File: src/rtl/arbitro_rr4.sv
// rtl/arbitro_rr4.sv - round-robin pop scheduler for four lane FIFOs feeding a 4:1 lane mux
module arbitro_rr4 #(
  parameter int CNT_W = 16
) (
  input  logic             clk_4f,
  input  logic             reset,
  input  logic [3:0]       req,
  input  logic [3:0]       enable,
  input  logic             pause,
  output logic [3:0]       pop,
  output logic [1:0]       selector,
  output logic             valid_out,
  output logic [CNT_W-1:0] words_out
);

  typedef enum logic [1:0] {
    ST_IDLE  = 2'd0,
    ST_ISSUE = 2'd1,
    ST_PAUSE = 2'd2
  } state_t;

  state_t     state;
  logic [1:0] last;
  logic [3:0] eligible;
  logic       any_eligible;
  logic [1:0] winner;
  logic [1:0] cand;
  logic       found;
  logic [1:0] pop_idx;

  // A lane popped this cycle sits out the next pick: its req still shows the pre-pop level.
  assign eligible     = req & enable & ~pop;
  assign any_eligible = |eligible;

  // Rotating priority search starting just after the last granted lane.
  always_comb begin
    winner = last;
    found  = 1'b0;
    cand   = 2'd0;
    for (int i = 1; i <= 4; i++) begin
      cand = last + 2'(i);
      if (!found && eligible[cand]) begin
        winner = cand;
        found  = 1'b1;
      end
    end
  end

  // Encode the one-hot pop into the lane index the mux needs next cycle.
  always_comb begin
    pop_idx = 2'd0;
    case (pop)
      4'b0010: pop_idx = 2'd1;
      4'b0100: pop_idx = 2'd2;
      4'b1000: pop_idx = 2'd3;
      default: pop_idx = 2'd0;
    endcase
  end

  // Scheduler FSM: decides each cycle whether to issue a pop and to which lane.
  always_ff @(posedge clk_4f or posedge reset) begin
    if (reset) begin
      state <= ST_IDLE;
      pop   <= 4'b0000;
      last  <= 2'd3;
    end else begin
      case (state)
        ST_IDLE, ST_ISSUE: begin
          if (pause) begin
            state <= ST_PAUSE;
            pop   <= 4'b0000;
          end else if (any_eligible) begin
            state <= ST_ISSUE;
            pop   <= 4'b0001 << winner;
            last  <= winner;
          end else begin
            state <= ST_IDLE;
            pop   <= 4'b0000;
          end
        end
        ST_PAUSE: begin
          if (pause) begin
            state <= ST_PAUSE;
            pop   <= 4'b0000;
          end else if (any_eligible) begin
            state <= ST_ISSUE;
            pop   <= 4'b0001 << winner;
            last  <= winner;
          end else begin
            state <= ST_IDLE;
            pop   <= 4'b0000;
          end
        end
        default: begin
          state <= ST_IDLE;
          pop   <= 4'b0000;
        end
      endcase
    end
  end

  // Output lane alignment: select and valid trail pop by one cycle to meet FIFO read data.
  always_ff @(posedge clk_4f or posedge reset) begin
    if (reset) begin
      selector  <= 2'd0;
      valid_out <= 1'b0;
    end else begin
      valid_out <= |pop;
      if (|pop) begin
        selector <= pop_idx;
      end
    end
  end

  // Forwarded-word counter, free-running and wrapping.
  always_ff @(posedge clk_4f or posedge reset) begin
    if (reset) begin
      words_out <= '0;
    end else if (valid_out) begin
      words_out <= words_out + {{(CNT_W-1){1'b0}}, 1'b1};
    end
  end

endmodule

File: config.mk
export PLATFORM = sky130hd
export DESIGN_NAME = arbitro_rr4
export DESIGN_NICKNAME = d
export VERILOG_FILES = /design/src/rtl/arbitro_rr4.sv
export SDC_FILE = /design/constraint.sdc
export NUM_CORES = 1
export LEC_CHECK = 0
export ABC_AREA = 1
export CELL_PAD_IN_SITES_DETAIL_PLACEMENT = 0
export CELL_PAD_IN_SITES_GLOBAL_PLACEMENT = 1
export CORE_MARGIN = 2
export CORE_UTILIZATION = 38
export CTS_CLUSTER_SIZE = 25
export DETAILED_ROUTE_END_ITERATION = 12
export GPL_TIMING_DRIVEN = 0
export PLACE_DENSITY = 0.89
export SLEW_MARGIN = 20
export SYNTH_ARGS = -nofsm -noshare
export SYNTH_HDL_FRONTEND = slang
export SYNTH_SLANG_ARGS = --single-unit
File: constraint.sdc
create_clock -name clk_4f -period 3.3 [get_ports clk_4f]
set_input_delay 0.66 -clock clk_4f [delete_from_list [all_inputs] [get_ports clk_4f]]
set_output_delay 0.66 -clock clk_4f [all_outputs]
set_load 0.05 [all_outputs]
==> key figures, run 1 <==
Outcome
  – Outcome: completed

Placement
  – GPL Wtd Cong: 0.861
  – IO buf count: 33
  – DP HPWL: 2290 µm

Die
  – Die width: 63.6 µm
  – Core Rows: 21
  – Die area: 4040 µm²
  – Initial Utilization: 0.401
  – Die Height: 63.6 µm
  – CORE AREA: 3360 µm²
  – IO Count: 34

Logic synthesis
  – Seq/Total Area, Yosys: 0.503
  – Synth Register Bits: 27
  – Syn Area/Cell: 8.75 µm²
  – Synthesis Warnings: 0
  – Syn_nets: 166
  – Post-Syn Area: 1350 µm²
  – Yosys cell types: 20
  – Cell count after synthesis: 154

STA
  – Tightest Pin Transition: 0.912 ns
  – Final setup fails: 0
  – Fin crit share: 0.693
  – Relative slew slack: 0.388
  – Setup TNS: 0 ns
  – Final hold vios: 0
  – RSZ-0062 raised after global routing: false
  – FMAX: 437 MHz
  – Slew Limit Fails: 0
  – Min cycle time layout: 2.29 ns
  – Clk_skew: 0.00370 ns

Critical path
  – Maximum fanout along the worst path: 6
  – Startpoint types: flip-flop
  – Endpoint class of the critical path: output port
  – Dominant delay contributor by cell family on the critical path: buffers and inverters
  – CP Class: flip-flop to output port
  – CP required: 2.64 ns
  – Critical path, cell by cell: clkdlybuf4s50_1
  – Max incr delay on CP: 0.84 ns
  – CP max-delay cell: clkdlybuf4s50_1
  – Arrival @ worst endpoint: 1.63 ns
  – CP bufs+invs: 1

Cells and area
  – Ant diodes: 0
  – Final Util: 0.525
  – Final nets: 204
  – Share of cells above drive strength 1: 0.0628
  – Commonest non-fill, non-tap cell in the layout: clkdlybuf4s50_1
  – Filler cells: 340
  – Register Area: 678 µm²
  – Footprint of the multi-input gates: 576 µm²
  – Commonest non-fill, non-tap cells in the layout: clkdlybuf4s50_1 (33), nand2_1 (32), dfrtp_1 (25)
  – P&R area growth vs syn: 31.0%

Detailed routing
  – Via count: 1142
  – Routed wire length: 2900 µm
  – DRC Markers: 0
  – Routed Antenna Nets: 0
  – Routed len/inst: 12.2 µm
  – DRT iter0 DRCs: 55
  – Via/cell ratio: 4.82
  – First-pass DRT Iterations: 4

Clock tree
  – Worst-Skew Late Latency: 0.33 ns
  – Root Driver: clkbuf_4
  – Hold-fix buffers, CTS: 0
  – Post_cts resized: 0
  – CTS Buf Count: 3
  – Clock Tree Buf Depth: 2
  – Clk sinks: 27
  – CTS tree: built
  – Htree depth: 1
  – Post-CTS setup buffer count: 0
  – Clock transition at the registers of the reported paths: 0.15 ns

Global route
  – Antenna violations before repair: 0
  – First-pass GRT wire length: 5000 µm
  – Grt total ovfl: 0
  – Vias in the first global route: 1153
  – Pin count of the biggest net entering global routing: 28
  – GRT Util Overall: 0.156

Power and ir drop
  – P_leak: 0.818 nW
  – Pwr Total: 1.48 mW
  – Pwr/cell area: 837 nW/µm²
  – VDD IR-drop max: 0.000341 V

Hold path
  – Min-delay worst type: flip-flop to flip-flop

Job
  – Max-cap violation count: 0
stage by stage:
stage                     worst slack [ns]  hold WS [ns]  cells  area (µm²)
after floorplan                       1.43         0.415    154        1350
after global placement                1.17         0.427    233        1740
after detailed placement              1.11         0.436    233        1740
after CTS                            0.990         0.455    237        1770
after global routing                 0.936         0.478    237        1770
final                                 1.01         0.452    237        1770
layer usage:
metal | share of wire | routed length [µm] | vias to the layer above | track usage
li1 | - | - | 573 | -
met1 | 0.44 | 1290 | 540 | 0.183
met2 | 0.53 | 1530 | 27 | 0.272
met3 | 0.022 | 63 | 2 | 0.0321
met4 | 0.0052 | 15 | 0 | 0.0707
met5 | 0 | 0 | - | 0
state kept, by name, summed over array words and instances, names as in the netlist:
name / cells
words_out: 16
last: 2
valid_out: 1
state: 2
selector: 2
pop: 4
worst paths after layout:
path                                        endpoint  slack [ns]  cells past startpoint                 from
max in group asynchronous  words_out[12]$_DFFE_PP0P_        2.18                      2                reset
setup reg to reg                    pop[3]$_DFF_PP0_        1.55                     10  last[0]$_DFFE_PP1P_
hold reg to reg                   state[1]$_DFF_PP0_        0.45                      1   state[1]$_DFF_PP0_
setup / recovery                           valid_out        1.01                      1  valid_out$_DFF_PP0_
min in group asynchronous   words_out[8]$_DFFE_PP0P_        0.70                      2                reset
hold / removal                    state[1]$_DFF_PP0_        0.45                      1   state[1]$_DFF_PP0_
layout make-up:
cell class | instances | area share
Timing Repair Buffer | 33 | 0.187
Multi-Input combinational cell | 104 | 0.326
Clock buffer | 3 | 0.0128
Sequential cell | 27 | 0.384
Clock inverter | 1 | 0.00425
Tap cell | 46 | 0.0326
Buffer | 1 | 0.00638
Inverter | 22 | 0.0468
logic make-up after synthesis:
kind of cell,after synthesis,synth area share
flip-flops,27,0.503
AND/OR/NAND/NOR,78,0.272
XOR/XNOR,16,0.110
AO/OA/AOI/OAI,9,0.0362
buffers and inverters,23,0.0696
adder cells (fa/ha/maj),1,0.00928
synth_stat cells:
master,number,area share
a2111oi_0,1,0.0065
a21oi_1,3,0.011
buf_6,1,0.0084
dfrtp_1,25,0.46
dfstp_2,2,0.039
ha_1,1,0.0093
inv_1,21,0.058
inv_2,1,0.0028
nand2_1,32,0.089
nand2_2,2,0.0093
nand3_1,17,0.063
nand4_1,11,0.051
nor2_1,13,0.036
nor3_1,2,0.0074
nor4_4,1,0.016
o21ai_0,4,0.015
o21ai_1,1,0.0037
xnor2_1,3,0.020
xor2_1,12,0.078
xor2_2,1,0.012
where the power goes:
group          total (mW)  switching (mW)  internal (mW)
Clock               0.146          0.0995         0.0464
Combinational       0.837           0.565          0.272
Sequential          0.495          0.0771          0.418
Note: power is estimated with default switching activity, not from simulation.
==> run 2: changes to the inputs <==
- CORE_UTILIZATION: 38 -> 35
- PLACE_DENSITY: 0.89 -> 0.83
- clock period: 3.3 -> 2.17 ns (I/O delays scaled with it)
==> run 2 against run 1 <==
Effect of this change:
- global-route usage shrank 2.3 points
- combinational power is 52% higher
- sequential power is 53% higher
- critical path depth did not move
- final cell count up 0.84%
- largest power group unchanged
- power grew 55%
- via count is 1.1% lower
==> key figures, run 2 (synthesis gave the netlist of run 1 again) <==
Outcome
  – Outcome: completed

Critical path
  – CP Class: flip-flop to output port
  – Maximum fanout along the worst path: 6
  – Arrival @ worst endpoint: 1.55 ns
  – Critical path, cell by cell: clkdlybuf4s50_1
  – CP bufs+invs: 1
  – CP max-delay cell: clkdlybuf4s50_1
  – Max incr delay on CP: 0.84 ns
  – Worst reg-to-reg path cell count: 9
  – Dominant delay contributor by cell family on the critical path: buffers and inverters
  – Critical path depth in cells: 1
  – CP required: 1.74 ns
  – Startpoint types: flip-flop
  – Endpoint class of the critical path: output port

Detailed routing
  – First-pass DRT Iterations: 4
  – Via/cell ratio: 4.72
  – DRT iter0 DRCs: 54
  – DRC Markers: 0
  – Routed wire length: 2720 µm
  – Via count: 1129
  – Routed len/inst: 11.4 µm
  – Routed Antenna Nets: 0

Cells and area
  – Commonest non-fill, non-tap cell in the layout: clkdlybuf4s50_1
  – Ant diodes: 0
  – Post-route cell area: 1780 µm²
  – Top reg by flops: words_out
  – Filler cells: 370
  – Final Util: 0.483
  – Commonest non-fill, non-tap cells in the layout: clkdlybuf4s50_1 (33), nand2_1 (32), dfrtp_1 (25)
  – P&R area growth vs syn: 32.3%
  – Top Registers: words_out x16, pop x4
  – Share of cells above drive strength 1: 0.0576
  – Final nets: 204
  – Register Area: 678 µm²
  – Max reg flops: 16
  – Footprint of the multi-input gates: 576 µm²

Global route
  – Grt total ovfl: 0
  – First-pass GRT wire length: 4460 µm
  – GRT Util Overall: 0.133
  – Pin count of the biggest net entering global routing: 28
  – Vias in the first global route: 1041
  – Antenna violations before repair: 0

Clock tree
  – CTS tree: built
  – Root Driver: clkbuf_8
  – Clock transition at the registers of the reported paths: 0.08 ns
  – Clock Tree Buf Depth: 2
  – Clk sinks: 27
  – CTS Buf Count: 3
  – Htree depth: 1
  – Hold-fix buffers, CTS: 0
  – Post_cts resized: 0
  – Worst-Skew Late Latency: 0.26 ns
  – Post-CTS setup buffer count: 0

Power and ir drop
  – Pwr/cell area: 1290 nW/µm²
  – Flop pwr share: 0.330
  – Combinational power share: 0.552
  – Power Internal: 1.18 mW
  – Net Sw Frac: 0.486
  – Proportion of power drawn by the clock network: 0.118
  – Sw power: 1.12 mW
  – P_leak: 0.827 nW
  – VDD IR-drop max: 0.000627 V
  – Pwr Total: 2.29 mW

Placement
  – DP Area: 1740 µm²
  – IO buf count: 33
  – DP HPWL: 2160 µm
  – Pre-CTS WS: 0.146 ns
  – GPL Wtd Cong: 0.789

STA
  – Slew Limit Fails: 0
  – Final setup fails: 0
  – FMAX: 505 MHz
  – Fin crit share: 0.913
  – Tightest Pin Transition: 0.908 ns
  – Setup TNS: 0 ns
  – Final hold vios: 0
  – Min cycle time layout: 1.98 ns
  – Relative slew slack: 0.391
  – RSZ-0062 raised after global routing: false
  – Final Worst Setup Slack: 0.189 ns
  – Clk_skew: 0.000821 ns

Hold path
  – WHS Path Cells: 1
  – Min-delay worst type: flip-flop to flip-flop

Die
  – Initial Utilization: 0.365
  – Die area: 4360 µm²
  – Die Height: 66.1 µm
  – Core Rows: 22
  – CORE AREA: 3690 µm²
  – IO Count: 34
  – Die width: 66.1 µm

Job
  – Max-cap violation count: 0
==> run 2: layout make-up <==
| type | count | area share |
|---|---|---|
| Multi-Input combinational cell | 104 | 0.323 |
| Inverter | 22 | 0.0463 |
| Buffer | 1 | 0.00632 |
| Timing Repair Buffer | 33 | 0.185 |
| Tap cell | 48 | 0.0337 |
| Sequential cell | 27 | 0.380 |
| Clock buffer | 4 | 0.0253 |
==> run 2: layer usage <==
| layer | vias to the layer above | global-route usage | part of all wire |
|---|---|---|---|
| li1 | 568 | - | - |
| met1 | 533 | 0.158 | 0.43 |
| met2 | 26 | 0.236 | 0.51 |
| met3 | 2 | 0.0204 | 0.045 |
| met4 | 0 | 0.0612 | 0.0096 |
| met5 | - | 0 | 0 |
==> run 2: final timing paths <==
kind	startpoint	end	slack (ns)
worst min register to register	state[0]$_DFF_PP0_	state[1]$_DFF_PP0_	0.44
worst min-delay path	state[0]$_DFF_PP0_	state[1]$_DFF_PP0_	0.44
max in group asynchronous	reset	words_out[11]$_DFFE_PP0P_	1.19
worst max register to register	last[0]$_DFFE_PP1P_	pop[2]$_DFF_PP0_	0.41
min in group asynchronous	reset	words_out[14]$_DFFE_PP0P_	0.56
worst max-delay path	valid_out$_DFF_PP0_	valid_out	0.19
==> run 2: metrics by stage <==
step           instances  hold slack, ns
2_1_floorplan        154           0.415
3_3_place_gp         235           0.424
3_5_place_dp         235           0.433
4_1_cts              239           0.445
5_1_grt              239           0.465
6_report             239           0.437
==> run 2: power by group through the flow <==
| stage | registers [mW] | logic, mW | clock network (mW) |
|---|---|---|---|
| floorplan | 1.07 | 0.613 | 0 |
| global placement | 0.763 | 1.24 | 0 |
| detailed placement | 0.771 | 1.27 | 0 |
| CTS | 0.761 | 1.27 | 0.280 |
| global route | 0.777 | 1.38 | 0.302 |
| finish | 0.757 | 1.27 | 0.270 |
